==> src/rtl/alu_fpga_harness.sv <==
// rtl/alu_fpga_harness.sv - Clocked switch/key harness that drives and captures an external ALU
// Keys are synchronised and debounced; an FSM sequences operand load, execute and result capture.
module alu_fpga_harness #(
   parameter int DATA_W          = 32,
   parameter int OPND_W          = 16,
   parameter int OP_W            = 4,
   parameter int DIGITS          = 8,
   parameter int DEBOUNCE_CYCLES = 250000,
   parameter int ALU_LAT         = 1
) (
   input  logic                CLK,
   input  logic                RST,
   input  logic [3:0]          KEY,
   input  logic [OPND_W+1:0]   SW,
   output logic [17:0]         LEDR,
   output logic [DIGITS*7-1:0] HEX,
   output logic [DATA_W-1:0]   alu_port_a,
   output logic [DATA_W-1:0]   alu_port_b,
   output logic [OP_W-1:0]     alu_op,
   input  logic [DATA_W-1:0]   alu_port_o,
   input  logic                alu_z,
   input  logic                alu_n,
   input  logic                alu_v
);
   localparam int CNT_W  = $clog2(DEBOUNCE_CYCLES + 1);
   localparam int WAIT_W = (ALU_LAT > 1) ? $clog2(ALU_LAT) : 1;
   localparam int WORD_W = (DATA_W > DIGITS * 4) ? DATA_W : DIGITS * 4;

   typedef enum logic [1:0] {S_IDLE, S_EXEC, S_CAPT} state_t;

   logic [3:0]        key_s1_q, key_s2_q;
   logic [OPND_W+1:0] sw_s1_q, sw_s2_q;
   logic [CNT_W-1:0]  cnt_q [4];
   logic [CNT_W-1:0]  cnt_d [4];
   logic [3:0]        acc_q, acc_d;
   logic [3:0]        press_q, press_d;

   state_t            state_q;
   logic [WAIT_W-1:0] wait_q;
   logic [DATA_W-1:0] a_q, b_q, res_q;
   logic [OP_W-1:0]   op_q;
   logic [2:0]        flags_q;
   logic              busy_q;
   logic [9:0]        exec_cnt_q;
   logic [WORD_W-1:0] word;

   // Keys idle high, so the synchronisers and accepted levels reset to 1 to avoid a phantom press.
   always_ff @(posedge CLK) begin
      if (RST) begin
         key_s1_q <= '1;
         key_s2_q <= '1;
         sw_s1_q  <= '0;
         sw_s2_q  <= '0;
         acc_q    <= '1;
         press_q  <= '0;
         for (int k = 0; k < 4; k++) cnt_q[k] <= '0;
      end else begin
         key_s1_q <= KEY;
         key_s2_q <= key_s1_q;
         sw_s1_q  <= SW;
         sw_s2_q  <= sw_s1_q;
         acc_q    <= acc_d;
         press_q  <= press_d;
         for (int k = 0; k < 4; k++) cnt_q[k] <= cnt_d[k];
      end
   end

   always_comb begin
      acc_d   = acc_q;
      press_d = '0;
      for (int k = 0; k < 4; k++) begin
         cnt_d[k] = '0;
         if (key_s2_q[k] != acc_q[k]) begin
            if (cnt_q[k] == CNT_W'(DEBOUNCE_CYCLES - 1)) begin
               acc_d[k]   = key_s2_q[k];
               press_d[k] = ~key_s2_q[k];
            end else begin
               cnt_d[k] = cnt_q[k] + CNT_W'(1);
            end
         end
      end
   end

   always_ff @(posedge CLK) begin
      if (RST) begin
         state_q    <= S_IDLE;
         wait_q     <= '0;
         a_q        <= '0;
         b_q        <= '0;
         op_q       <= '0;
         res_q      <= '0;
         flags_q    <= '0;
         busy_q     <= 1'b0;
         exec_cnt_q <= '0;
      end else begin
         case (state_q)
            S_IDLE: begin
               if (press_q[3]) begin
                  state_q <= S_EXEC;
                  wait_q  <= WAIT_W'(ALU_LAT - 1);
                  busy_q  <= 1'b1;
               end else if (press_q[2]) begin
                  op_q <= sw_s2_q[OP_W-1:0];
               end else if (press_q[1]) begin
                  b_q <= DATA_W'(sw_s2_q[OPND_W-1:0]);
               end else if (press_q[0]) begin
                  a_q <= DATA_W'(sw_s2_q[OPND_W-1:0]);
               end
            end
            S_EXEC: begin
               if (wait_q == '0) state_q <= S_CAPT;
               else              wait_q  <= wait_q - WAIT_W'(1);
            end
            S_CAPT: begin
               res_q      <= alu_port_o;
               flags_q    <= {alu_z, alu_n, alu_v};
               exec_cnt_q <= exec_cnt_q + 10'd1;
               busy_q     <= 1'b0;
               state_q    <= S_IDLE;
            end
            default: state_q <= S_IDLE;
         endcase
      end
   end

   assign alu_port_a = a_q;
   assign alu_port_b = b_q;
   assign alu_op     = op_q;
   assign LEDR       = {exec_cnt_q, 4'(op_q), busy_q, flags_q};

   function automatic logic [6:0] hex7(input logic [3:0] nib);
      case (nib)
         4'h0: hex7 = 7'b1000000;
         4'h1: hex7 = 7'b1111001;
         4'h2: hex7 = 7'b0100100;
         4'h3: hex7 = 7'b0110000;
         4'h4: hex7 = 7'b0011001;
         4'h5: hex7 = 7'b0010010;
         4'h6: hex7 = 7'b0000010;
         4'h7: hex7 = 7'b1111000;
         4'h8: hex7 = 7'b0000000;
         4'h9: hex7 = 7'b0010000;
         4'hA: hex7 = 7'b0001000;
         4'hB: hex7 = 7'b0000011;
         4'hC: hex7 = 7'b0100111;
         4'hD: hex7 = 7'b0100001;
         4'hE: hex7 = 7'b0000110;
         default: hex7 = 7'b0001110;
      endcase
   endfunction

   always_comb begin
      case (sw_s2_q[OPND_W+1:OPND_W])
         2'b00:   word = WORD_W'(res_q);
         2'b01:   word = WORD_W'(a_q);
         2'b10:   word = WORD_W'(b_q);
         default: word = WORD_W'({flags_q, op_q});
      endcase
   end

   for (genvar i = 0; i < DIGITS; i++) begin : g_digit
      assign HEX[7*i +: 7] = hex7(word[4*i +: 4]);
   end

endmodule

==> config.mk <==
export PLATFORM = sky130hd
export DESIGN_NAME = alu_fpga_harness
export DESIGN_NICKNAME = d
export VERILOG_FILES = /design/src/rtl/alu_fpga_harness.sv
export SDC_FILE = /design/constraint.sdc
export NUM_CORES = 1
export LEC_CHECK = 0
export BUFFER_PORTS_ARGS = -buffer_cell sky130_fd_sc_hd__buf_2
export CAP_MARGIN = 20
export CORE_AREA = 2 2 198 200
export CTS_CLUSTER_DIAMETER = 30
export DETAILED_ROUTE_END_ITERATION = 6
export DIE_AREA = 0 0 200 202
export GPL_TIMING_DRIVEN = 1
export HOLD_SLACK_MARGIN = 0.1
export SYNTH_ARGS = -nofsm -noshare
export SYNTH_HDL_FRONTEND = slang
export SYNTH_SLANG_ARGS = --single-unit
==> constraint.sdc <==
create_clock -name CLK -period 5.2 [get_ports CLK]
set_clock_uncertainty 0.05 [all_clocks]
set_input_delay 0 -clock CLK [delete_from_list [all_inputs] [get_ports CLK]]
set_output_delay 0 -clock CLK [all_outputs]
set_load 0.1 [all_outputs]
### Word-level counts from Yosys, hierarchy flattened

Memories as Yosys holds them, arrays and structs flattened.
Index checks and enable logic that the tools add are counted.

* add/subtract/negate cells: 6
* equality and inequality tests: 14
* muxes and demuxes: 24
* bitwise operators: 19
* reductions and logical operators: 18

Operators with widths (count)
* $mux W18: 12
* $pmux W32 S3: 1
* $add A18 B1 Y18 const B: 4
* $eq A18 B18 Y1 const B: 4
* $not A1 Y1: 15
* $reduce_and A2 Y1: 7
* $reduce_or A3 Y1: 4
* $add A10 B1 Y10 const B: 1
* $mux W1: 6
* $reduce_and A5 Y1: 1
* $eq A2 B1 Y1 const B: 2
* $eq A2 B2 Y1 const B: 2
* $logic_not A2 Y1: 2
* $mux W2: 2
* $ne A1 B1 Y1: 4
* $ne A2 B2 Y1 const B: 2
* $or A1 B1 Y1: 4
* $pmux W1 S2: 2
* $pmux W2 S2: 1
* $reduce_and A4 Y1: 1
* $reduce_bool A2 Y1: 2
* $reduce_and A3 Y1: 1
* $sub A1 B1 Y1 const B: 1

* flip-flop bits (word level): 137
* RAM bits: 72
* memory bits (read-only): 896
* bits of input ports: 59
* word-level logic and storage cells: 111
* memories: 9

Memories
* (name not given): words 16, bits a word 7, read ports 1, clocked after Yosys merged registers in 0, write ports 0, RTL line 132 `case (nib)`
* (name not given): words 16, bits a word 7, read ports 1, clocked after Yosys merged registers in 0, write ports 0, RTL line 132
* (name not given): words 16, bits a word 7, read ports 1, clocked after Yosys merged registers in 0, write ports 0, RTL line 132
* (name not given): words 16, bits a word 7, read ports 1, clocked after Yosys merged registers in 0, write ports 0, RTL line 132
* (name not given): words 16, bits a word 7, read ports 1, clocked after Yosys merged registers in 0, write ports 0, RTL line 132
* (name not given): words 16, bits a word 7, read ports 1, clocked after Yosys merged registers in 0, write ports 0, RTL line 132
* +3 memories

### Longest topological paths before layout

An unclocked memory read counts as a cell.

* depth after elaboration: 5
* mapped depth: 11
* mapped depth without buffers: 8

### Least setup slack after synthesis

Ideal clock, no wire load.

* path type: reg2out
* from: register b_q[4], in the netlist alu_port_b[4]
* to: output port HEX[8]
* arrival time: 4.063 ns
* required time: 5.150 ns
* setup slack: 1.087 ns
* cell stages (with the launch flop): 5
* path buffers: 0
* path through: dfxtp_1 -> mux4_2 -> inv_1 -> ha_1 -> o31ai_1

* cells in the longest elaborated chain, start to end: 2

Ends and longest elaborated chain
* start, declared: RTL line 40 `logic [DATA_W-1:0] a_q, b_q, res_q;`
* start signal, assigned: RTL line 105 `b_q <= DATA_W'(sw_s2_q[OPND_W-1:0]);`
* $pmux W32 S3: RTL line 153 `case (sw_s2_q[OPND_W+1:OPND_W])`
* $mem_v2 Z16 W7
* end, declared: RTL line 16 `output logic [DIGITS*7-1:0] HEX,`

No other way between the ends.

### Worst setup path after layout

* from: register sw_s2_q[17]
* to: output port HEX[15]

* cells in the longest elaborated chain, start to end: 3

Ends and longest elaborated chain
* start, declared: RTL line 32 `logic [OPND_W+1:0] sw_s1_q, sw_s2_q;`
* start signal, assigned: RTL line 61 `sw_s2_q <= sw_s1_q;`
* $eq A2 B2 Y1, or another cell as far along: RTL line 153
* $pmux W32 S3 (*): RTL line 153
* $mem_v2 Z16 W7 (*)

Every way passes the cells marked *; elsewhere a longest branch is shown, timed or not.

==> metrics.csv <==
stage,metric,value,unit
synth,yosysSeqAreaShare,39.42,%
global_routing,grt_overflow_total,0,
timing,hold_viol_final,0,
die,fp.dieArea,40400,µm²
critical_path,start_kind,flip-flop,
global_routing,grt_pass1_vias,9018,
detailed_routing,wire_per_inst,13.51,µm
power_and_ir_drop,peakVddDrop,0.2034,mV
clock_network,clk_latency,0.54,ns
synth,async_reset_ff_share,0,%
critical_path,crit_path_end_kind,primary output,
layout,nets,1575,
synth,synth_edf_count,0,
timing,final_max_slew_viol_count,0,
die,start_util,27.59,%
layout,syn2layout_area_growth,38.71,%
synth,synth-simple-area-share,22.89,%
hold_path,hp-class,in2reg,
global_routing,track_usage,13.25,%
timing,maxSlewHeadroom,33.08,%
detailed_routing,drc,0,
clock_network,cts-root-buf,clkbuf_16,
synth,synth_ff_type,dfxtp_1,
synth,syn_area_per_cell,8.773,µm²
critical_path,cp_max_fo,23,
layout,final_cells,2021,
critical_path,cp.arrival,3.63,ns
clock_network,cts_setup_buffers,0,
critical_path,required,5.15,ns
detailed_routing,drt_iter0_drc,493,
global_routing,antenna_found_initial,0,
timing,max_freq,271.8,MHz
detailed_routing,detail-route-antenna-nets,0,
synth,synth-xor-area-share,4.809,%
die,die_w,200,µm
placed_design,portBuffers,168,
synth,synth_warnings,0,
timing,finalSetupTns,0,ns
layout,fin_util,38.27,%
flow_run,maxCapViolCount,0,
layout,drive_gt1_share,20.96,%
die,rows,72,
clock_network,clockBufferDepth,3,
timing,worstMarginPinSlew,1.004,ns
synth,synth_top_family_by_area,simple AND/OR/NAND/NOR gates,
synth,synth-compound-area-share,9.915,%
global_routing,grt_pass1_wl,44170,µm
layout,layout_common_cells,"dfxtp_1 (208), buf_2 (167), nand2_1 (156), nor2_1 (126), dlygate4sd3_1 (89)",
timing,min_period_over_period,70.74,%
detailed_routing,via_per_inst,4.576,
clock_network,path_clk_slew,0.04,ns
clock_network,ctsHtreeMaxLevel,2,
power_and_ir_drop,p_leak,0.005997,µW
synth,syn_area,10560,µm²
die,core,38290,µm²
synth,synth_cell_type_count,64,
die,io_pins,201,
synth,ys_seq_elements,208,
timing,setup_violations,0,
timing,fin_ws,1.521,ns
synth,muxShareOfSynthArea,9.773,%
detailed_routing,routed_wl,27310,µm
outcome,status,"complete, no violations",
global_routing,grt_max_degree,73,
timing,finalCriticalPeriod,3.679,ns
layout,final_common_cell,dfxtp_1,
placed_design,dp_hpwl,18710,µm
critical_path,path_class,reg2out,
synth,synthCells,1204,
die,die_height,202,µm
placed_design,routabilityCongestion,0.8565,
synth,synth-adder-area-share,6.515,%
clock_network,numCtsBuffers,53,
timing,rsz0062_at_grt,no,
clock_network,cts_tree,yes,
clock_network,clock_sinks,208,
placed_design,dp_slack,2.064,ns
placed_design,dp_cells,1834,
detailed_routing,vias,9249,
layout,antenna_cells,0,
power_and_ir_drop,power_density,379.4,nW/µm²
detailed_routing,first_pass_iters,5,
critical_path,reg2reg_setup_slack,2.88,ns
-- state kept, by name (all words and copies together) (netlist names) --
signal	count
acc_q	4
alu_op	4
alu_port_a	16
alu_port_b	16
busy_q	1
cnt_q	72
exec_cnt_q	10
flags_q	3
key_s1_q	4
key_s2_q	4
press_q	4
res_q	32
state_q	2
sw_s1_q	18
sw_s2_q	18
-- power breakdown --
group | leakage [µW] | internal [µW] | switching, µW
clock | 0.000983 | 2700 | 986
sequential | 0.00168 | 1620 | 8.41
combinational | 0.00333 | 71.8 | 175
total | 0.00600 | 4390 | 1170
-- layer usage --
metal  global-route usage [%]  vias up  wire, µm
met2                    22.72      214     13040
li1                         -     4630         -
met1                    16.29     4351     12270
met5                        0        -         0
met4                    4.709        0       726
met3                    2.820       54      1276
-- final cells by class --
class | count | area [µm²]
fill | 3782 | 23640
multi-input combinational | 886 | 5823
sequential | 208 | 4164
timing repair buffer | 265 | 1810
clock buffer | 66 | 1446
tap | 518 | 648.1
clock inverter | 31 | 583.1
inverter | 47 | 176.4
-- through the flow --
step | area, µm² | hold slack, ns | power (µW)
detailed placement | 11720 | 0.1416 | 1860
floorplan | 10680 | 0.05381 | 1836
global route | 14650 | 0.1340 | 5729
CTS | 14640 | 0.1008 | 5635
global placement | 11690 | 0.1403 | 1858
finish | 14650 | 0.1435 | 5559
-- synthesized netlist by cell type, types with 10 or more instances --
cell type	number	area, µm²
or2_2	10	62.56
buf_2	17	85.08
o21ai_0	28	140.1
dfxtp_1	208	4164
o31ai_1	14	105.1
mux2i_1	57	570.6
a21oi_1	84	420.4
xnor2_1	30	262.8
nand3_1	29	145.1
or4_1	10	75.07
xor2_1	28	245.2
nor2b_1	40	250.2
or3_1	14	87.58
nor4_1	12	75.07
inv_1	47	176.4
nand4_1	25	156.4
nor3_1	11	55.05
ha_1	55	688.2
nor2_1	126	473.0
mux4_2	17	382.9
and4_1	10	87.58
clkbuf_1	28	105.1
nand2_1	156	585.6
buf_4	40	300.3
-- cell families (layout without fill, tap and decap cells) --
logic type | count (synthesis) | count (layout)
buf+inv | 141 | 409
compound gates | 172 | 172
fa+ha+maj | 55 | 55
flops | 208 | 208
mux | 81 | 81
xor+xnor | 58 | 58
other cells | 1 | 32
simple gates | 488 | 488
-- final timing paths --
kind / from / endpoint / depth (start not counted)
setup / recovery: sw_s2_q[17] / HEX[15] / 8
hold / removal: KEY[2] / key_s1_q[2] / 3
setup reg to reg: state_q[0] / res_q[17] / 4
hold reg to reg: key_s1_q[3] / key_s2_q[3] / 1
-- repair_timing --
item / 4_1_cts / 5_1_grt
hold endpoints to repair: 84 / 0
hold buffers: 89 / 0
resized for setup: 0 / 0
-- critical path, stage by stage, from the launching register on --
cell and delay, ns:
dfxtp_1 0.57, buf_4 0.36, nor2b_1 0.50, a2bb2oi_1 0.30, inv_1 0.19, ha_1 0.26, mux2_2 0.27, o32ai_1 0.14
buf_2 0.48
No activity file was read; power rests on OpenSTA's default activity.
